**src/rtl/dsp_mac_sequencer_if.sv**
```systemverilog
// Stream bundle for the MAC sequencer: operand-pair input stream and
// dot-product result stream. "master" is the upstream producer / result
// consumer, "slave" is the sequencer itself.
interface dsp_mac_sequencer_if;
    logic        s_valid;
    logic        s_ready;
    logic [17:0] s_a;
    logic [17:0] s_b;
    logic        m_valid;
    logic        m_ready;
    logic [47:0] m_data;

    modport master (
        output s_valid, s_a, s_b, m_ready,
        input  s_ready, m_valid, m_data
    );

    modport slave (
        input  s_valid, s_a, s_b, m_ready,
        output s_ready, m_valid, m_data
    );
endinterface

```
**src/rtl/dsp_mac_sequencer.sv**
```systemverilog
// Control stage feeding a DSP48A1 slice: accepts N_TAPS (a, b) pairs, steers
// the slice OPMODE so that P accumulates their products, then captures P and
// offers it on the result stream. One dot product in flight at a time.
module dsp_mac_sequencer #(
    parameter int N_TAPS   = 8,
    parameter int CNT_W    = 12,
    parameter int MULT_LAT = 2
) (
    input  logic                CLK,
    input  logic                RST_N,
    dsp_mac_sequencer_if.slave  bus,
    output logic [17:0]         dsp_a,
    output logic [17:0]         dsp_b,
    output logic [7:0]          dsp_opmode,
    input  logic [47:0]         dsp_p,
    output logic                busy
);
    // OPMODE encodings (post-adder add, no pre-adder, carry-in 0)
    localparam logic [7:0] OP_CLR   = 8'h00;  // X=0, Z=0
    localparam logic [7:0] OP_FIRST = 8'h01;  // X=M, Z=0
    localparam logic [7:0] OP_ACC   = 8'h09;  // X=M, Z=P
    localparam logic [7:0] OP_HOLD  = 8'h08;  // X=0, Z=P

    localparam int DRN_W = $clog2(MULT_LAT + 1);
    // Tap comparison is one bit wider so N_TAPS = 2^CNT_W is reachable.
    localparam logic [CNT_W:0]   LAST_TAP   = (CNT_W + 1)'(N_TAPS);
    localparam logic [DRN_W-1:0] DRAIN_LOAD = DRN_W'(MULT_LAT);

    typedef enum logic [1:0] {IDLE, ACCUM, DRAIN, OUT} state_t;

    state_t             state_reg, state_next;
    logic [CNT_W-1:0]   count_reg, count_next;
    logic [DRN_W-1:0]   drain_reg, drain_next;
    logic               m_valid_reg, m_valid_next;
    logic [47:0]        m_data_reg, m_data_next;
    logic               run_reg;
    logic [7:0]         opcode_next;
    logic [CNT_W:0]     count_inc;
    logic               s_ready_int;
    logic               take;

    // run_reg keeps s_ready low while reset is applied and until the first
    // clock after release, without routing RST_N into the datapath.
    assign s_ready_int = run_reg && ((state_reg == IDLE) || (state_reg == ACCUM));
    assign take        = bus.s_valid && s_ready_int;
    assign count_inc   = {1'b0, count_reg} + {{CNT_W{1'b0}}, 1'b1};

    // Operands go straight to the slice A1/B1 registers; zeroed when no pair
    // is taken so idle cycles present a clean zero.
    assign dsp_a = take ? bus.s_a : 18'd0;
    assign dsp_b = take ? bus.s_b : 18'd0;

    assign bus.s_ready = s_ready_int;
    assign bus.m_valid = m_valid_reg;
    assign bus.m_data  = m_data_reg;
    assign busy        = (state_reg != IDLE);

    // State register and captured result
    always_ff @(posedge CLK or negedge RST_N) begin
        if (!RST_N) begin
            state_reg   <= IDLE;
            count_reg   <= '0;
            drain_reg   <= '0;
            m_valid_reg <= 1'b0;
            m_data_reg  <= '0;
            run_reg     <= 1'b0;
        end else begin
            state_reg   <= state_next;
            count_reg   <= count_next;
            drain_reg   <= drain_next;
            m_valid_reg <= m_valid_next;
            m_data_reg  <= m_data_next;
            run_reg     <= 1'b1;
        end
    end

    // Next-state logic and the opcode issued this cycle
    always_comb begin
        state_next   = state_reg;
        count_next   = count_reg;
        drain_next   = drain_reg;
        m_valid_next = m_valid_reg;
        m_data_next  = m_data_reg;
        opcode_next  = OP_HOLD;
        case (state_reg)
            IDLE: begin
                opcode_next = OP_CLR;
                if (take) begin
                    opcode_next = OP_FIRST;
                    count_next  = CNT_W'(1);
                    if (N_TAPS == 1) begin
                        drain_next = DRAIN_LOAD;
                        state_next = DRAIN;
                    end else begin
                        state_next = ACCUM;
                    end
                end
            end
            ACCUM: begin
                // A bubble issues HOLD so P is left untouched.
                if (take) begin
                    opcode_next = OP_ACC;
                    count_next  = count_inc[CNT_W-1:0];
                    if (count_inc == LAST_TAP) begin
                        drain_next = DRAIN_LOAD;
                        state_next = DRAIN;
                    end
                end
            end
            DRAIN: begin
                // Counter hits zero exactly when the last product is in P.
                if (drain_reg == '0) begin
                    m_data_next  = dsp_p;
                    m_valid_next = 1'b1;
                    state_next   = OUT;
                end else begin
                    drain_next = drain_reg - DRN_W'(1);
                end
            end
            OUT: begin
                if (m_valid_reg && bus.m_ready) begin
                    m_valid_next = 1'b0;
                    count_next   = '0;
                    state_next   = IDLE;
                end
            end
            default: state_next = IDLE;
        endcase
    end

    // Opcode delay line: MULT_LAT-1 stages so each opcode lands in the slice
    // OPMODE register together with its own product on M.
    generate
        if (MULT_LAT > 1) begin : g_dly
            genvar gi;
            for (gi = 0; gi < MULT_LAT - 1; gi++) begin : g_stage
                logic [7:0] stage_reg;
                if (gi == 0) begin : g_head
                    // First stage takes the freshly issued opcode
                    always_ff @(posedge CLK or negedge RST_N) begin
                        if (!RST_N) stage_reg <= OP_CLR;
                        else        stage_reg <= opcode_next;
                    end
                end else begin : g_tail
                    // Later stages shift the opcode along
                    always_ff @(posedge CLK or negedge RST_N) begin
                        if (!RST_N) stage_reg <= OP_CLR;
                        else        stage_reg <= g_stage[gi-1].stage_reg;
                    end
                end
            end
            assign dsp_opmode = g_stage[MULT_LAT-2].stage_reg;
        end else begin : g_nodly
            assign dsp_opmode = opcode_next;
        end
    endgenerate
endmodule

```
**src/flat_wrapper.sv**
```systemverilog
// flat-port wrapper written by rule: the top's interface ports become plain ports
module dsp_mac_sequencer_flat 
#(
    parameter int N_TAPS   = 8,
    parameter int CNT_W    = 12,
    parameter int MULT_LAT = 2
)
  (CLK, RST_N, dsp_a, dsp_b, dsp_opmode, dsp_p, busy, bus_s_valid, bus_s_a, bus_s_b, bus_m_ready, bus_s_ready, bus_m_valid, bus_m_data);
  dsp_mac_sequencer_if bus_i ();
  input  logic CLK;
  input  logic RST_N;
  output logic [17:0] dsp_a;
  output logic [17:0] dsp_b;
  output logic [7:0] dsp_opmode;
  input  logic [47:0] dsp_p;
  output logic busy;
  input wire logic [$bits(bus_i.s_valid)-1:0] bus_s_valid;
  input wire logic [$bits(bus_i.s_a)-1:0] bus_s_a;
  input wire logic [$bits(bus_i.s_b)-1:0] bus_s_b;
  input wire logic [$bits(bus_i.m_ready)-1:0] bus_m_ready;
  output wire logic [$bits(bus_i.s_ready)-1:0] bus_s_ready;
  output wire logic [$bits(bus_i.m_valid)-1:0] bus_m_valid;
  output wire logic [$bits(bus_i.m_data)-1:0] bus_m_data;
  assign bus_i.s_valid = bus_s_valid;
  assign bus_i.s_a = bus_s_a;
  assign bus_i.s_b = bus_s_b;
  assign bus_i.m_ready = bus_m_ready;
  assign bus_s_ready = bus_i.s_ready;
  assign bus_m_valid = bus_i.m_valid;
  assign bus_m_data = bus_i.m_data;
  dsp_mac_sequencer #(.N_TAPS(N_TAPS), .CNT_W(CNT_W), .MULT_LAT(MULT_LAT)) u_core (.CLK(CLK), .RST_N(RST_N), .bus(bus_i), .dsp_a(dsp_a), .dsp_b(dsp_b), .dsp_opmode(dsp_opmode), .dsp_p(dsp_p), .busy(busy));
endmodule
```
**config.mk**
```make
export PLATFORM = sky130hd
export DESIGN_NAME = dsp_mac_sequencer_flat
export DESIGN_NICKNAME = d
export VERILOG_FILES = /design/src/rtl/dsp_mac_sequencer_if.sv /design/src/rtl/dsp_mac_sequencer.sv /design/src/flat_wrapper.sv
export SDC_FILE = /design/constraint.sdc
export NUM_CORES = 1
export LEC_CHECK = 0
export BUFFER_PORTS_ARGS = -buffer_cell sky130_fd_sc_hd__clkbuf_2
export CAP_MARGIN = 10
export CORE_ASPECT_RATIO = 1.4
export CORE_MARGIN = 2
export CORE_UTILIZATION = 42
export DETAILED_ROUTE_END_ITERATION = 7
export GPL_TIMING_DRIVEN = 0
export PLACE_DENSITY = 0.76
export SYNTH_ARGS = -nofsm -noshare
export SYNTH_HDL_FRONTEND = slang
export SYNTH_SLANG_ARGS = --single-unit
```
**constraint.sdc**
```tcl
create_clock -name CLK -period 4.2 [get_ports CLK]
set_clock_uncertainty 0.1 [all_clocks]
set_input_delay 0.84 -clock CLK [delete_from_list [all_inputs] [get_ports CLK]]
set_output_delay 0.84 -clock CLK [all_outputs]
set_load 0.005 [all_outputs]
```
==> results.sh, run 1 <==
export IMPL_hold_class="reg -> reg"
export IMPL_antenna_left=0
export IMPL_max_freq_ghz=0.3106
export IMPL_fp_row_count=38
export IMPL_post_route_period_util_pct=76.65
export IMPL_maxSlewViolCount=0
export IMPL_initial_core_util_pct=43.43
export IMPL_die_area_um2=8756
export IMPL_cts_setup_buffers=0
export IMPL_postPlaceCellArea_um2=4393
export IMPL_hpwl_um=6597
export IMPL_drive_gt1_share_pct=52.23
export IMPL_async_flop_share_pct=100.0
export IMPL_hold_viol_final=0
export IMPL_start_kind="register"
export IMPL_dieWidth_um=79.66
export IMPL_finalCriticalPeriod_ps=3219
export IMPL_synth_cell_types=44
export IMPL_drc_errors=0
export IMPL_largest_register_ffs=48
export IMPL_firstDrtPassIters=4
export IMPL_avgSynthCellArea_um2=11.29
export IMPL_clkPwrFrac_pct=18.1
export IMPL_p_per_area_nw_per_um2=631.6
export IMPL_ys_flop_type="dfrtp_1"
export IMPL_fin_area_um2=4584
export IMPL_cts_root_buf="clkbuf_8"
export IMPL_netlist_area_um2=3366
export IMPL_cap_viol_max_count=0
export IMPL_nFillCells=629
export IMPL_design_core_area_um2=7750
export IMPL_cts_htree_levels=3
export IMPL_grt_overflow_total=0
export IMPL_cts_resized=0
export IMPL_cts_tree="yes"
export IMPL_pwr_share_seq_pct=38.4
export IMPL_swShare_pct=34.31
export IMPL_gr_usage_all_layers_pct=18.63
export IMPL_ys_seq_area_share_pct=50.56
export IMPL_crit_path_max_fanout=10
export IMPL_routed_wl_um=8260
export IMPL_cp_arrival_ps=2280
export IMPL_num_vias=2916
export IMPL_grt_pass1_vias=2733
export IMPL_maxSlewHeadroom_pct=39.07
export IMPL_die_h_um=109.9
export IMPL_cts_num_sinks=68
export IMPL_clkTransAtPathRegs_ps=70
export IMPL_end_kind="output pin"
export IMPL_tightest_slew_ps=913.9
export IMPL_clock_path_buffers=2
export IMPL_clkLatencyLatePin_ps=350
export IMPL_io_buffers=176
export IMPL_cts_hold_buf=0
export IMPL_diodes=0
export IMPL_avgViaCountPerCell=4.909
export IMPL_antenna_found_initial=0
export IMPL_dp_cells=579
export IMPL_synthToLayoutAreaGrowth_pct=36.21
export IMPL_status="finished, final reports clean"
export IMPL_layoutNonFillerInstCount=594
export IMPL_cts_buffers=9
export IMPL_synth_edf_count=0
export IMPL_synthCells=298
export IMPL_p_sw_mw=0.9935
export IMPL_drt_first_iter_violations=58
export IMPL_pin_count=183
export IMPL_p_leak_nw=2.360
export IMPL_grt_pass1_wl_um=12560
export IMPL_ir_worst_vdd_v=0.0002987
export IMPL_grt_max_degree=69
export IMPL_route_detailed_wl_per_inst_um=13.91
export IMPL_rsz0062_at_grt="false"
export IMPL_combPwrFrac_pct=43.5
export IMPL_synth_warnings=0
export IMPL_setup_viol=0
export IMPL_gp_congestion=0.8279
export IMPL_power_mw=2.895
export IMPL_critPathRequiredTime_ps=3260
export IMPL_ys_ff_latch=68
export IMPL_crit_type="reg -> out"
export IMPL_internal_power_mw=1.902
export IMPL_tns_ps=0
export IMPL_nets=585
[final timing paths]
check	start	endpoint	slack, ps	depth (start not counted)
worst max-delay path	u_core.state_reg[0]$_DFFE_PN0P_	dsp_a[6]	980	7
worst max register to register	u_core.count_reg[0]$_DFFE_PN0P_	u_core.drain_reg[1]$_DFFE_PN0P_	1550	6
worst min register to register	u_core.drain_reg[0]$_DFFE_PN0P_	u_core.drain_reg[0]$_DFFE_PN0P_	390	1
worst min-delay path	u_core.drain_reg[0]$_DFFE_PN0P_	u_core.drain_reg[0]$_DFFE_PN0P_	390	1
max in group asynchronous	RST_N	u_core.drain_reg[1]$_DFFE_PN0P_	2860	1
min in group asynchronous	RST_N	u_core.bus.m_data[24]$_DFFE_PN0P_	550	1
[critical path: stages, from the launching register on]
cell      delay, ps
dfrtp_1         430
inv_1           120
ha_1            270
nor2_1           80
nor2_1          420
clkbuf_1        290
and2_1          200
clkbuf_2        120
[power by group through the flow]
stage                     Sequential, mW  Combinational, mW  Clock (mW)
final                               1.11               1.26       0.524
after global routing                1.14               1.40       0.563
after floorplan                     1.12              0.743           0
after CTS                           1.11               1.28       0.539
after detailed placement            1.12               1.27           0
after global placement              1.10               1.23           0
[cells in the mapped netlist, types with 2 or more instances]
library cell | count | area (um^2)
a21o_1 | 2 | 15.01
o21ai_0 | 16 | 80.08
clkbuf_2 | 2 | 10.01
inv_1 | 10 | 37.54
a22o_1 | 6 | 52.55
dfrtp_1 | 68 | 1702
clkbuf_1 | 10 | 37.54
nand2_1 | 22 | 82.58
nor2_1 | 5 | 18.77
a21oi_1 | 2 | 10.01
or4_1 | 2 | 15.01
o31a_1 | 2 | 17.52
mux2_2 | 50 | 563.0
and2_1 | 39 | 244.0
or3_1 | 3 | 18.77
buf_4 | 6 | 45.04
nor4_1 | 5 | 31.28
ha_1 | 7 | 87.58
nor3_1 | 8 | 40.04
nand3_1 | 6 | 30.03
o41ai_1 | 2 | 17.52
a221o_1 | 2 | 20.02
conb_1 | 2 | 7.510
[per-stage QoR]
step | utilization (%) | hold WS [ps] | setup WS, ps
finish | 59.15 | 390.8 | 980.7
global route | 59.15 | 418.1 | 761.0
CTS | 59.15 | 393.2 | 953.1
detailed placement | 56.68 | 381.4 | 1253
global placement | 56.65 | 369.2 | 1263
floorplan | - | 359.2 | 1720
[routing by layer]
metal | up-vias | GRT usage (%) | routed length (um) | share of wire [%]
met3 | 10 | 4.023 | 643 | 7.8
li1 | 1421 | - | - | -
met2 | 116 | 32.77 | 4120 | 50
met1 | 1369 | 21.57 | 3356 | 41
met4 | 0 | 8.374 | 140 | 1.7
met5 | - | 0 | 0 | 0
[area by class of cell]
| type | instances | area [um^2] | area share [%] |
|---|---|---|---|
| clock buffers | 11 | 141.4 | 3.084 |
| plain buffers | 21 | 112.6 | 2.456 |
| well taps | 100 | 125.1 | 2.729 |
| repair buffers | 176 | 883.3 | 19.27 |
| flip-flops and latches | 68 | 1702 | 37.12 |
| inverters | 10 | 37.54 | 0.8188 |
| multi-input cells | 204 | 1533 | 33.43 |
| clock inverters | 4 | 50.05 | 1.092 |
[cell families after synthesis]
kind of cell / after synthesis / synth area share [%]
mux: 51 / 17.03
other cells: 2 / 0.2231
buf+inv: 31 / 4.461
fa+ha+maj: 7 / 2.602
xor+xnor: 1 / 0.2603
simple gates: 98 / 16.21
compound gates: 40 / 8.662
flops: 68 / 50.56
[layout by cell type, fill, tap and decap left out, types with 2 or more instances in the layout]
cell type | synthesis | final
a21o_1 | 2 | 2
a21oi_1 | 2 | 2
a221o_1 | 2 | 2
a22o_1 | 6 | 6
and2_1 | 39 | 39
buf_4 | 6 | 6
clkbuf_1 | 10 | 11
clkbuf_2 | 2 | 177
clkbuf_8 | 0 | 10
clkinvlp_4 | 0 | 2
conb_1 | 2 | 7
dfrtp_1 | 68 | 68
ha_1 | 7 | 7
inv_1 | 10 | 10
mux2_2 | 50 | 50
nand2_1 | 22 | 22
nand3_1 | 6 | 6
nor2_1 | 5 | 5
nor3_1 | 8 | 8
nor4_1 | 5 | 5
o21ai_0 | 16 | 16
o31a_1 | 2 | 2
o41ai_1 | 2 | 2
or3_1 | 3 | 3
or4_1 | 2 | 2
(Power assumes the default switching activity.)
==> run 2, diff against run 1 <==
Settings changed: ABC_AREA set to 1.
Clock period 4.2 ns to 3.3 ns, I/O delays scaled along.
==> run 2 against run 1 <==
Net effect:
- via count increased by 17%
- critical path type unchanged
- register-to-register slack worse by 340 ps
- core utilization is 0.65 points higher
- routed wire length rose by 5.1%
- worst setup slack got worse by 740 ps
- flip-flop and latch count stayed put
- first-iteration DRC count increased to 3.3 times the previous value
==> results.sh, run 2 <==
export IMPL_clkLatencyLatePin_ps=350
export IMPL_antenna_found_initial=0
export IMPL_layoutNonFillerInstCount=759
export IMPL_gp_congestion=0.9410
export IMPL_final_common_cell="nand2_1"
export IMPL_cts_setup_buffers=0
export IMPL_die_h_um=110.2
export IMPL_regArea_um2=1702
export IMPL_cap_viol_max_count=0
export IMPL_cts_root_buf="clkbuf_8"
export IMPL_initial_core_util_pct=43.39
export IMPL_avgViaCountPerCell=4.485
export IMPL_finalCriticalPeriod_ps=3060
export IMPL_synthSimpleGateAreaFrac_pct=32.54
export IMPL_dp_cells=743
export IMPL_hold_viol_final=0
export IMPL_status="finished, final reports clean"
export IMPL_cp_arrival_ps=2300
export IMPL_ys_flop_type="dfrtp_1"
export IMPL_synth_warnings=0
export IMPL_crit_path_max_fanout=10
export IMPL_p_per_area_nw_per_um2=782.4
export IMPL_post_route_period_util_pct=92.73
export IMPL_synth_compound_area_share_pct=3.883
export IMPL_route_detailed_wl_per_inst_um=11.44
export IMPL_antenna_left=0
export IMPL_design_core_area_um2=7797
export IMPL_hpwl_um=6787
export IMPL_cts_resized=0
export IMPL_dieWidth_um=79.86
export IMPL_rsz0062_at_grt="false"
export IMPL_cts_hold_buf=0
export IMPL_crit_type="reg -> out"
export IMPL_die_area_um2=8800
export IMPL_diodes=0
export IMPL_synth_cell_types=27
export IMPL_synth_commonest_cells="nand2_1, dfrtp_1, inv_1"
export IMPL_maxSlewViolCount=0
export IMPL_p_leak_nw=2.852
export IMPL_netlist_area_um2=3383
export IMPL_cts_num_sinks=68
export IMPL_synth_mux_area_share_pct=0
export IMPL_max_freq_ghz=0.3268
export IMPL_io_buffers=176
export IMPL_layout_common_cells="nand2_1, clkbuf_2, dfrtp_1, inv_1, nor2_1"
export IMPL_synthToLayoutAreaGrowth_pct=37.83
export IMPL_critPathRequiredTime_ps=2540
export IMPL_avgSynthCellArea_um2=7.339
export IMPL_num_vias=3404
export IMPL_rrSetupSlack_ps=1210
export IMPL_post_place_ws_ps=567.2
export IMPL_ir_worst_vdd_v=0.0004614
export IMPL_drive_gt1_share_pct=32.93
export IMPL_multi_input_area_um2=1358
export IMPL_async_flop_share_pct=100.0
export IMPL_clkTransAtPathRegs_ps=80
export IMPL_synth_top_family_by_area="simple AND/OR/NAND/NOR gates"
export IMPL_cts_htree_levels=3
export IMPL_hold_class="in -> async"
export IMPL_largest_register_ffs=48
export IMPL_cts_buffers=9
export IMPL_firstDrtPassIters=4
export IMPL_grt_pass1_vias=3121
export IMPL_grt_max_degree=51
export IMPL_routed_wl_um=8683
export IMPL_nFillCells=712
export IMPL_tns_ps=0
export IMPL_yosys_area_top_type_share_pct=50.30
export IMPL_grt_pass1_wl_um=13890
export IMPL_grt_overflow_total=0
export IMPL_end_kind="output pin"
export IMPL_cts_tree="yes"
export IMPL_synth_top_cell_by_area="dfrtp_1"
export IMPL_ys_ff_latch=68
export IMPL_setup_slack_ps=239.9
export IMPL_nets=749
export IMPL_start_kind="register"
export IMPL_clock_path_buffers=2
export IMPL_synth_xor_area_share_pct=0.2589
export IMPL_fp_row_count=38
export IMPL_synth_adder_area_share_pct=2.589
export IMPL_synth_edf_count=0
export IMPL_pin_count=183
export IMPL_setup_viol=0
export IMPL_drt_first_iter_violations=190
export IMPL_synth_most_common_cell="nand2_1"
export IMPL_gr_usage_all_layers_pct=20.06
export IMPL_ys_seq_area_share_pct=50.30
export IMPL_synth_area_top_cells="dfrtp_1, nand2_1, inv_1"
export IMPL_drc_errors=0
export IMPL_synthCells=461
[run 2: cell count changes after synthesis, moves of 5 or more]
cell | before | now
nor3_1 | 8 | 0
nor2_1 | 5 | 54
o21ai_2 | 0 | 6
mux2_2 | 50 | 0
and2_1 | 39 | 0
o21ai_0 | 16 | 8
a22o_1 | 6 | 0
nand2_1 | 22 | 204
inv_1 | 10 | 60
nand3_1 | 6 | 12
nor4_1 | 5 | 0
[run 2: logic make-up after synthesis]
family | Yosys count
AND/OR/NAND/NOR | 280
buffers and inverters | 83
flip-flops | 68
AO/OA/AOI/OAI | 20
adder cells (fa/ha/maj) | 7
other | 2
XOR/XNOR | 1
[run 2: worst paths after layout]
kind / start / endpoint / depth (start not counted)
min in group CLK: u_core.drain_reg[1]$_DFFE_PN0P_ / u_core.drain_reg[1]$_DFFE_PN0P_ / 2
worst max-delay path: u_core.state_reg[1]$_DFFE_PN0P_ / dsp_b[6] / 9
worst min-delay path: RST_N / u_core.run_reg$_DFF_PN0_ / 1
worst min register to register: u_core.drain_reg[1]$_DFFE_PN0P_ / u_core.drain_reg[1]$_DFFE_PN0P_ / 2
worst max register to register: u_core.state_reg[1]$_DFFE_PN0P_ / u_core.count_reg[7]$_DFFE_PN0P_ / 12
max in group asynchronous: RST_N / u_core.bus.m_data[17]$_DFFE_PN0P_ / 2
[run 2: layout make-up]
class / instances / share of cell area (%)
flip-flops and latches: 68 / 36.49
multi-input cells: 315 / 29.11
repair buffers: 177 / 19.53
inverters: 62 / 5.017
well taps: 100 / 2.683
clock buffers: 9 / 2.656
plain buffers: 21 / 2.388
clock inverters: 7 / 2.120
[run 2: per-stage QoR]
step                hold WS [ps]  util, %  total power [mW]  area [um^2]
floorplan                  264.4        -             2.241         3402
global placement           355.3    56.53             2.853         4408
detailed placement         364.1    56.92             2.902         4438
CTS                        122.4    59.77             3.684         4661
global route               132.3    59.80             3.970         4663
finish                     117.4    59.80             3.649         4663
[run 2: power breakdown]
part	leakage, nW	switching (mW)	internal (mW)
Combinational	1.89	0.857	0.620
Clock	0.110	0.344	0.429
Sequential	0.853	0.211	1.19
[run 2: metal layers]
| metal | GRT usage [%] | up-vias | share of wire (%) |
|---|---|---|---|
| li1 | - | 1739 | - |
| met1 | 27.09 | 1554 | 44 |
| met2 | 32.47 | 98 | 48 |
| met3 | 4.316 | 13 | 5.8 |
| met4 | 6.174 | 0 | 1.3 |
| met5 | 0 | - | 0 |
[run 2: critical path, stage by stage (launching register included)]
cell,delay [ps]
dfrtp_1,430
inv_1,120
ha_2,270
nor2_1,90
nor2_1,130
nand2_1,100
buf_2,190
buf_1,210
nor2_1,250
clkbuf_2,160
==> run 3, diff against run 2 <==
Settings changed: CORE_UTILIZATION 42 to 40, PLACE_DENSITY 0.76 to 0.73, SKIP_LAST_GASP set to 1.
==> run 3 against run 2 <==
Net effect:
- combinational power about the same
- critical path depth stayed put
- cell area rose by 1.7%
- die area up 4.8%
- global-route usage about the same
- via count down 2.1%
- sequential share of layout area is 0.60 points lower
- register-to-register slack got worse by 70 ps
- core utilization fell by 2.0 points
- non-clock buffer count unchanged
- count of clock-buffer cells in the layout unchanged
- routed wire length rose by 0.75%
==> results.sh, run 3 (synthesized netlist as in run 2, its figures left out) <==
export IMPL_nets=749
export IMPL_use_met2_pct=31.60
export IMPL_status="finished, final reports clean"
export IMPL_end_kind="output pin"
export IMPL_grt_pass1_wl_um=14550
export IMPL_synthToLayoutAreaGrowth_pct=40.13
export IMPL_hold_class="in -> async"
export IMPL_reg2regPathDepth=12
export IMPL_cts_htree_levels=3
export IMPL_dieWidth_um=81.73
export IMPL_cp_arrival_ps=2350
export IMPL_antenna_found_initial=0
export IMPL_cts_hold_buf=0
export IMPL_hold_viol_final=0
export IMPL_max_freq_ghz=0.3212
export IMPL_initial_core_util_pct=41.27
export IMPL_ir_worst_vdd_v=0.0003991
export IMPL_num_vias=3332
export IMPL_cts_resized=0
export IMPL_holdWs_ps=129.7
export IMPL_crit_path_max_fanout=10
export IMPL_setup_viol=0
export IMPL_finalCriticalPeriod_ps=3113
export IMPL_p_per_area_nw_per_um2=810.7
export IMPL_grt_overflow_total=0
export IMPL_setup_slack_ps=186.9
export IMPL_design_core_area_um2=8198
export IMPL_gr_usage_all_layers_pct=20.05
export IMPL_post_route_period_util_pct=94.34
export IMPL_route_detailed_wl_per_inst_um=11.50
export IMPL_clkLatencyLatePin_ps=320
export IMPL_gr_max_usage_layer="met2"
export IMPL_drc_errors=0
export IMPL_cts_num_sinks=68
export IMPL_r2r_start="u_core.state_reg[1]$_DFFE_PN0P_"
export IMPL_hpwl_um=6950
export IMPL_avgViaCountPerCell=4.378
export IMPL_clkTransAtPathRegs_ps=60
export IMPL_cts_root_buf="clkbuf_16"
export IMPL_start_kind="register"
export IMPL_gp_congestion=0.9961
export IMPL_firstDrtPassIters=4
export IMPL_cts_setup_buffers=0
export IMPL_p_leak_nw=2.894
export IMPL_cap_viol_max_count=0
export IMPL_post_place_ws_ps=573.1
export IMPL_layoutNonFillerInstCount=761
export IMPL_dp_cells=745
export IMPL_layout_common_cells="nand2_1, clkbuf_2, dfrtp_1, inv_1, nor2_1"
export IMPL_crit_type="reg -> out"
export IMPL_die_area_um2=9220
export IMPL_grt_max_degree=54
export IMPL_antenna_left=0
export IMPL_cts_buffers=9
export IMPL_diodes=0
export IMPL_grt_pass1_vias=3155
export IMPL_final_common_cell="nand2_1"
export IMPL_critPathRequiredTime_ps=2540
export IMPL_utilization_pct=57.83
export IMPL_met1_usage_pct=27.37
export IMPL_rsz0062_at_grt="false"
export IMPL_nFillCells=776
export IMPL_die_h_um=112.8
export IMPL_drt_first_iter_violations=221
export IMPL_pin_count=183
export IMPL_cts_tree="yes"
export IMPL_tns_ps=0
export IMPL_fp_row_count=39
export IMPL_maxSlewViolCount=0
export IMPL_io_buffers=176
export IMPL_largest_register_ffs=48
export IMPL_rrSetupSlack_ps=1140
export IMPL_clock_path_buffers=2
export IMPL_drive_gt1_share_pct=32.78
export IMPL_met3_usage_pct=5.024
export IMPL_reg2reg_to="u_core.count_reg[7]$_DFFE_PN0P_"
export IMPL_routed_wl_um=8748
==> run 3: cell types whose count changed in the layout (fill, tap and decap cells not counted) <==
cell	before	now
clkbuf_16	0	9
clkbuf_8	9	0
bufinv_16	2	1
clkinv_2	2	3
clkinvlp_4	1	0
ha_1	6	7
ha_2	1	0
inv_6	1	2
==> run 3: power by group <==
group          switching (mW)  total, mW  internal (mW)
clock network           0.368      0.958          0.590
registers               0.216       1.41           1.19
logic                   0.862       1.48          0.617
total                    1.45       3.84           2.40
==> run 3: final cells by class <==
cell class | count | area (um^2) | share of cell area (%)
multi-input combinational | 315 | 1355 | 28.58
buffer | 21 | 111.4 | 2.349
sequential | 68 | 1702 | 35.89
clock buffer | 9 | 225.2 | 4.751
timing repair buffer | 177 | 910.9 | 19.21
tap | 102 | 127.6 | 2.692
inverter | 62 | 234.0 | 4.935
clock inverter | 7 | 75.07 | 1.584
==> run 3: layer usage <==
layer / share of wire [%] / vias up
met5: 0 / -
met4: 1.1 / 0
met2: 50 / 82
met1: 43 / 1501
li1: - / 1741
met3: 5.5 / 8
==> run 3: worst max-delay path by stage <==
stage	slack [ps]	end	start	cells past startpoint
after floorplan	990	dsp_a[0]	u_core.state_reg[1]$_DFFE_PN0P_	8
after global placement	570	dsp_b[8]	u_core.state_reg[1]$_DFFE_PN0P_	9
after detailed placement	570	dsp_b[13]	u_core.state_reg[1]$_DFFE_PN0P_	9
after CTS	200	dsp_b[13]	u_core.state_reg[1]$_DFFE_PN0P_	9
after global routing	10	dsp_b[13]	u_core.state_reg[1]$_DFFE_PN0P_	9
final	190	dsp_b[13]	u_core.state_reg[1]$_DFFE_PN0P_	9
==> run 3: metrics by stage <==
stage / power [mW] / area [um^2]
2_1_floorplan: 2.241 / 3402
3_3_place_gp: 2.861 / 4410
3_5_place_dp: 2.917 / 4441
4_1_cts: 3.899 / 4741
5_1_grt: 4.200 / 4741
6_report: 3.843 / 4741
==> run 3: worst max-delay path: stages (launching register included) <==
cell and delay [ps]:
dfrtp_1 410, inv_1 110, ha_1 330, nor2_1 120, nor2_1 140, nand2_1 100
buf_2 190, buf_1 240, nor2_1 240, clkbuf_2 160
